--- config.mk ---
export PLATFORM = sky130hd
export DESIGN_NAME = conv_frame_ctrl
export DESIGN_NICKNAME = d
export VERILOG_FILES = /design/src/rtl/conv_frame_ctrl.sv
export SDC_FILE = /design/constraint.sdc
export NUM_CORES = 1
export LEC_CHECK = 0
export CAP_MARGIN = 20
export CORE_MARGIN = 10
export CORE_UTILIZATION = 32
export DETAILED_ROUTE_END_ITERATION = 12
export HOLD_SLACK_MARGIN = 0.05
export PLACE_DENSITY = 0.83
export SLEW_MARGIN = 30
export SYNTH_ARGS = -nofsm -noshare
export SYNTH_HDL_FRONTEND = slang
export SYNTH_SLANG_ARGS = --single-unit
--- constraint.sdc ---
create_clock -name clk -period 2.2 [get_ports clk]
set_input_delay 0.44 -clock clk [delete_from_list [all_inputs] [get_ports clk]]
set_output_delay 0.44 -clock clk [all_outputs]
set_load 0.01 [all_outputs]
--- src/rtl/conv_frame_ctrl.sv ---
// conv_frame_ctrl
// Sequences one N x N frame (row-major) through a streaming K_SIZE x K_SIZE
// convolutor with latency LAT. Tags every pixel with its coordinates so that
// results from windows that straddle the image border are dropped. The
// (N-K_SIZE+1)^2 valid results are presented on a valid/ready stream.
// Backpressure stalls the convolutor enable, so results are never lost or
// repeated.
//
// Ports:
//   clk, rst        clock, synchronous active-high reset
//   start           one-cycle frame start (only honoured in IDLE)
//   busy, done      not-IDLE flag; one-cycle pulse after the last result handshake
//   s_valid/s_ready/s_data       input pixel stream
//   conv_en/conv_data            convolutor enable and data_i
//   conv_result                  convolutor data_o
//   m_valid/m_ready/m_data       result stream (m_data = conv_result)
//   m_last, m_row, m_col         last-result flag and output coordinates
module conv_frame_ctrl #(
  parameter int N          = 4,
  parameter int K_SIZE     = 3,
  parameter int DATA_WIDTH = 16,
  parameter int LAT        = 1,
  localparam int OUT_N     = N - K_SIZE + 1,
  localparam int OW        = (OUT_N > 1) ? $clog2(OUT_N) : 1
) (
  input  logic                  clk,
  input  logic                  rst,
  input  logic                  start,
  output logic                  busy,
  output logic                  done,
  input  logic                  s_valid,
  output logic                  s_ready,
  input  logic [DATA_WIDTH-1:0] s_data,
  output logic                  conv_en,
  output logic [DATA_WIDTH-1:0] conv_data,
  input  logic [DATA_WIDTH-1:0] conv_result,
  output logic                  m_valid,
  input  logic                  m_ready,
  output logic [DATA_WIDTH-1:0] m_data,
  output logic                  m_last,
  output logic [OW-1:0]         m_row,
  output logic [OW-1:0]         m_col
);

  localparam int CW = $clog2(N);
  // Row counter runs one past N-1 after the final pixel, so it needs the extra code.
  localparam int RW = $clog2(N + 1);
  localparam int DW = $clog2(LAT + 1);

  typedef enum logic [1:0] {IDLE, RUN, DRAIN, WAIT} state_t;

  typedef struct packed {
    logic          vld;
    logic          last;
    logic [OW-1:0] row;
    logic [OW-1:0] col;
  } tag_t;

  state_t          state, state_nxt;
  logic [RW-1:0]   row;
  logic [CW-1:0]   col;
  logic [DW-1:0]   drain_cnt;
  tag_t [LAT-1:0]  tag_q;    // [0] newest, [LAT-1] aligned with conv_result
  tag_t [LAT-1:0]  tag_nxt;
  tag_t            tag_new;
  tag_t            head;
  logic            m_valid_q;
  logic            done_q;
  logic            adv;
  logic            last_pix;
  logic            drain_end;

  assign adv       = !m_valid_q || m_ready;
  assign last_pix  = (row == RW'(N - 1)) && (col == CW'(N - 1));
  assign drain_end = (int'(drain_cnt) == LAT - 2);
  assign head      = tag_q[LAT-1];

  // Tag for the pixel offered this cycle; bubbles (and any non-RUN state) carry an invalid tag.
  always_comb begin
    tag_new = '0;
    if (state == RUN) begin
      tag_new.vld  = (row >= RW'(K_SIZE - 1)) && (col >= CW'(K_SIZE - 1));
      tag_new.last = last_pix;
      if (tag_new.vld) begin
        tag_new.row = OW'(row - RW'(K_SIZE - 1));
        tag_new.col = OW'(col - CW'(K_SIZE - 1));
      end
    end
  end

  generate
    if (LAT == 1) begin : g_tag1
      assign tag_nxt = tag_new;
    end else begin : g_tagn
      assign tag_nxt = {tag_q[LAT-2:0], tag_new};
    end
  endgenerate

  always_comb begin
    state_nxt = state;
    s_ready   = 1'b0;
    conv_en   = 1'b0;
    conv_data = '0;
    case (state)
      IDLE: if (start) state_nxt = RUN;
      RUN: begin
        s_ready   = adv;
        conv_en   = s_valid && adv;
        conv_data = s_data;
        if (conv_en && last_pix) state_nxt = (LAT > 1) ? DRAIN : WAIT;
      end
      DRAIN: begin
        // Bubbles push the remaining real results out of the convolutor.
        conv_en = adv;
        if (adv && drain_end) state_nxt = WAIT;
      end
      WAIT: if (m_valid_q && m_ready && m_last) state_nxt = IDLE;
      default: state_nxt = IDLE;
    endcase
  end

  always_ff @(posedge clk) begin
    if (rst) begin
      state     <= IDLE;
      row       <= '0;
      col       <= '0;
      drain_cnt <= '0;
      tag_q     <= '0;
      m_valid_q <= 1'b0;
      done_q    <= 1'b0;
    end else begin
      state  <= state_nxt;
      done_q <= (state == WAIT) && m_valid_q && m_ready && m_last;
      if (state == IDLE && start) begin
        row       <= '0;
        col       <= '0;
        drain_cnt <= '0;
      end
      if (state == RUN && conv_en) begin
        if (col == CW'(N - 1)) begin
          col <= '0;
          row <= row + RW'(1);
        end else begin
          col <= col + CW'(1);
        end
      end
      if (state == DRAIN && conv_en) drain_cnt <= drain_cnt + DW'(1);
      // Tags move in lockstep with the convolutor registers. A push decides
      // m_valid outright (covers handshake + new result in one cycle).
      if (conv_en) begin
        tag_q     <= tag_nxt;
        m_valid_q <= tag_nxt[LAT-1].vld;
      end else if (m_valid_q && m_ready) begin
        m_valid_q <= 1'b0;
      end
    end
  end

  assign busy    = (state != IDLE);
  assign done    = done_q;
  assign m_valid = m_valid_q;
  assign m_data  = conv_result;
  assign m_last  = m_valid_q && head.vld && head.last;
  assign m_row   = head.row;
  assign m_col   = head.col;

endmodule

==> impl_metrics.env <==
export IMPL_cts_sink_count=13
export IMPL_ctsHoldBuffers=0
export IMPL_fin_setup_tns_ns=0
export IMPL_critPathLaunchType="register"
export IMPL_layout_nets=200
export IMPL_die_height_um=74.3
export IMPL_syn_num_nets=160
export IMPL_synthArstFlopShare=0
export IMPL_vdd_drop_max_mv=0.495
export IMPL_drv_cap=0
export IMPL_cts_buffer_depth=2
export IMPL_first_pass_iters=4
export IMPL_crit_path_max_fanout=16
export IMPL_tightestPinTransition_ns=0.371
export IMPL_synth_area_leader_cell="dfxtp_1"
export IMPL_ys_seq_area_frac=0.275
export IMPL_grt_pass1_vias=902
export IMPL_power_density_nw_per_um2=773
export IMPL_hold_violations=0
export IMPL_dr_total_vias=893
export IMPL_antenna_found_initial=0
export IMPL_ys_seq_elements=13
export IMPL_diodes=0
export IMPL_post_dp_cell_area_um2=1360
export IMPL_path_delay_family="buffers and inverters"
export IMPL_vias_per_cell=4.85
export IMPL_postSynthCellCount=114
export IMPL_drtIter0Drc=33
export IMPL_start_util=0.340
export IMPL_synth_edff_count=0
export IMPL_wirelength_um=2770
export IMPL_yosysUniqueCellTypes=32
export IMPL_die_w_um=74.3
export IMPL_fmax_mhz=471
export IMPL_synth_commonest_cells="and2_1, buf_4, dfxtp_1"
export IMPL_fill_cells=256
export IMPL_dpl_worst_slack_ns=-0.0676
export IMPL_crit_chain="inv_2, ha_4, buf_6, and2_1, clkdlybuf4s50_1"
export IMPL_p_leak_nw=0.677
export IMPL_place_detailed_hpwl_um=2230
export IMPL_drc=0
export IMPL_cp_slowest_stage_delay_ns=0.54
export IMPL_setup_viol=0
export IMPL_crit_type="register to output port"
export IMPL_track_usage=0.101
export IMPL_synthFlopType="dfxtp_1"
export IMPL_fp_row_count=19
export IMPL_wire_per_inst_um=15.0
export IMPL_syn_to_final_growth_pct=48.6
export IMPL_min_period_ns=2.12
export IMPL_worstSetupEndpointType="output port"
export IMPL_grt_max_degree=17
export IMPL_overflow=0
export IMPL_io_pins=77
export IMPL_rsz0062_at_grt="false"
export IMPL_yosys_warnings=0
export IMPL_drive_above_1_share=0.150
export IMPL_cp_buffers_inverters=3
export IMPL_slowest_stage="clkdlybuf4s50_1"
export IMPL_post_cts_buffers=0
export IMPL_design_area_um2=1400
export IMPL_drv_slew=0
export IMPL_worstPathRequired_ns=1.76
export IMPL_cts_root_buf="clkbuf_4"
export IMPL_grt_pass1_wl_um=4330
export IMPL_cts_tree="built"
export IMPL_skew_ns=0.00580
export IMPL_postRouteAntennaNets=0
export IMPL_setup_ws_ns=0.0774
export IMPL_io_buffers=44
export IMPL_dieArea_um2=5520
export IMPL_hp_class="register to register"
export IMPL_maxSlewHeadroom=0.752
export IMPL_clkTransAtPathRegs_ns=0.09
export IMPL_arrival_ns=1.68
export IMPL_numCtsBuffers=3
export IMPL_syn_area_um2=945
export IMPL_syn_avg_cell_area_um2=8.29
export IMPL_clk_insertion_delay_late_ns=0.29
export IMPL_status="complete, no violations"
export IMPL_globalplace_congestion=0.852
export IMPL_synth_area_leaders="dfxtp_1, buf_4, ha_1"
export IMPL_core_um2=2780
export IMPL_synth_top_area_share=0.275
export IMPL_fin_crit_sh=0.965
export IMPL_cts_htree_levels=1
==> final timing paths <==
kind	cells after the start	startpoint	slack, ns	end
setup / recovery	5	state[1]	0.08	conv_data[11]
hold / removal	2	head[3]	0.49	head[3]
setup reg to reg	6	state[0]	0.31	row[2]
hold reg to reg	2	head[3]	0.49	head[3]
==> layout make-up <==
type | instances | area (um^2) | share of cell area
Inverter | 9 | 33.8 | 0.0241
Sequential cell | 13 | 263 | 0.187
Clock buffer | 4 | 26.3 | 0.0187
Tap cell | 31 | 38.8 | 0.0276
Timing Repair Buffer | 53 | 508 | 0.362
Multi-Input combinational cell | 74 | 534 | 0.381
==> per-layer routing <==
layer / GRT usage / vias up / routed length (um)
li1: - / 440 / -
met1: 0.0913 / 417 / 968
met2: 0.198 / 34 / 1580
met3: 0.0372 / 2 / 207
met4: 0.0386 / 0 / 13
met5: 0 / - / 0
==> cell usage in the layout (no fill, tap or decap), types with 2 or more instances in the layout <==
cell / instances
inv_2: 2
or3_1: 2
a21oi_1: 6
clkdlybuf4s50_1: 29
nor2_1: 7
inv_1: 7
dfxtp_2: 2
ha_1: 8
nand2b_1: 3
buf_4: 8
dlymetal6s2s_1: 4
a22oi_1: 2
clkbuf_4: 3
nand2_1: 3
dfxtp_1: 11
nor3_1: 2
and2_1: 16
dlygate4sd2_1: 11
nand3_1: 7
o22ai_1: 2
==> through the flow <==
| step | util | hold slack, ns | cells | total power [mW] |
|---|---|---|---|---|
| after floorplan | - | 0.455 | 114 | 0.632 |
| after global placement | 0.490 | 0.469 | 180 | 0.933 |
| after detailed placement | 0.490 | 0.479 | 180 | 0.952 |
| after CTS | 0.500 | 0.498 | 184 | 1.09 |
| after global routing | 0.505 | 0.555 | 184 | 1.17 |
| final | 0.505 | 0.492 | 184 | 1.08 |
==> registers in the layout, indices dropped and copies added, names as in the netlist <==
signal,count
m_valid,1
m_col,1
head,2
m_row,1
done,1
state,2
col,2
row,3
==> logic make-up (layout without fill, tap and decap cells) <==
| group | after synthesis | count (layout) | share of synthesized area |
|---|---|---|---|
| compound gates | 15 | 15 | 0.109 |
| fa+ha+maj | 9 | 9 | 0.119 |
| mux | 3 | 3 | 0.0384 |
| flops | 13 | 13 | 0.275 |
| simple gates | 47 | 47 | 0.286 |
| buf+inv | 27 | 66 | 0.172 |
==> power breakdown <==
part,internal [mW],total (mW),switching (mW)
logic,0.345,0.643,0.299
clock network,0.0705,0.156,0.0859
registers,0.257,0.285,0.0279
total,0.672,1.08,0.413
==> repair_timing <==
| item | in CTS | in global routing |
|---|---|---|
| resized for setup | 15 | 6 |
| gates cloned | 0 | 0 |
| endpoints found under the hold margin | 0 | 0 |
| setup endpoints to repair | 18 | 9 |
==> worst reg2reg max path: stages, from the launching register on <==
cell and delay, ns:
dfxtp_2 0.39, inv_1 0.10, ha_1 0.32, o21ai_1 0.11, or4b_4 0.53, mux2_4 0.32
nor2_2 0.07
Power figures use the tool's default switching activity.
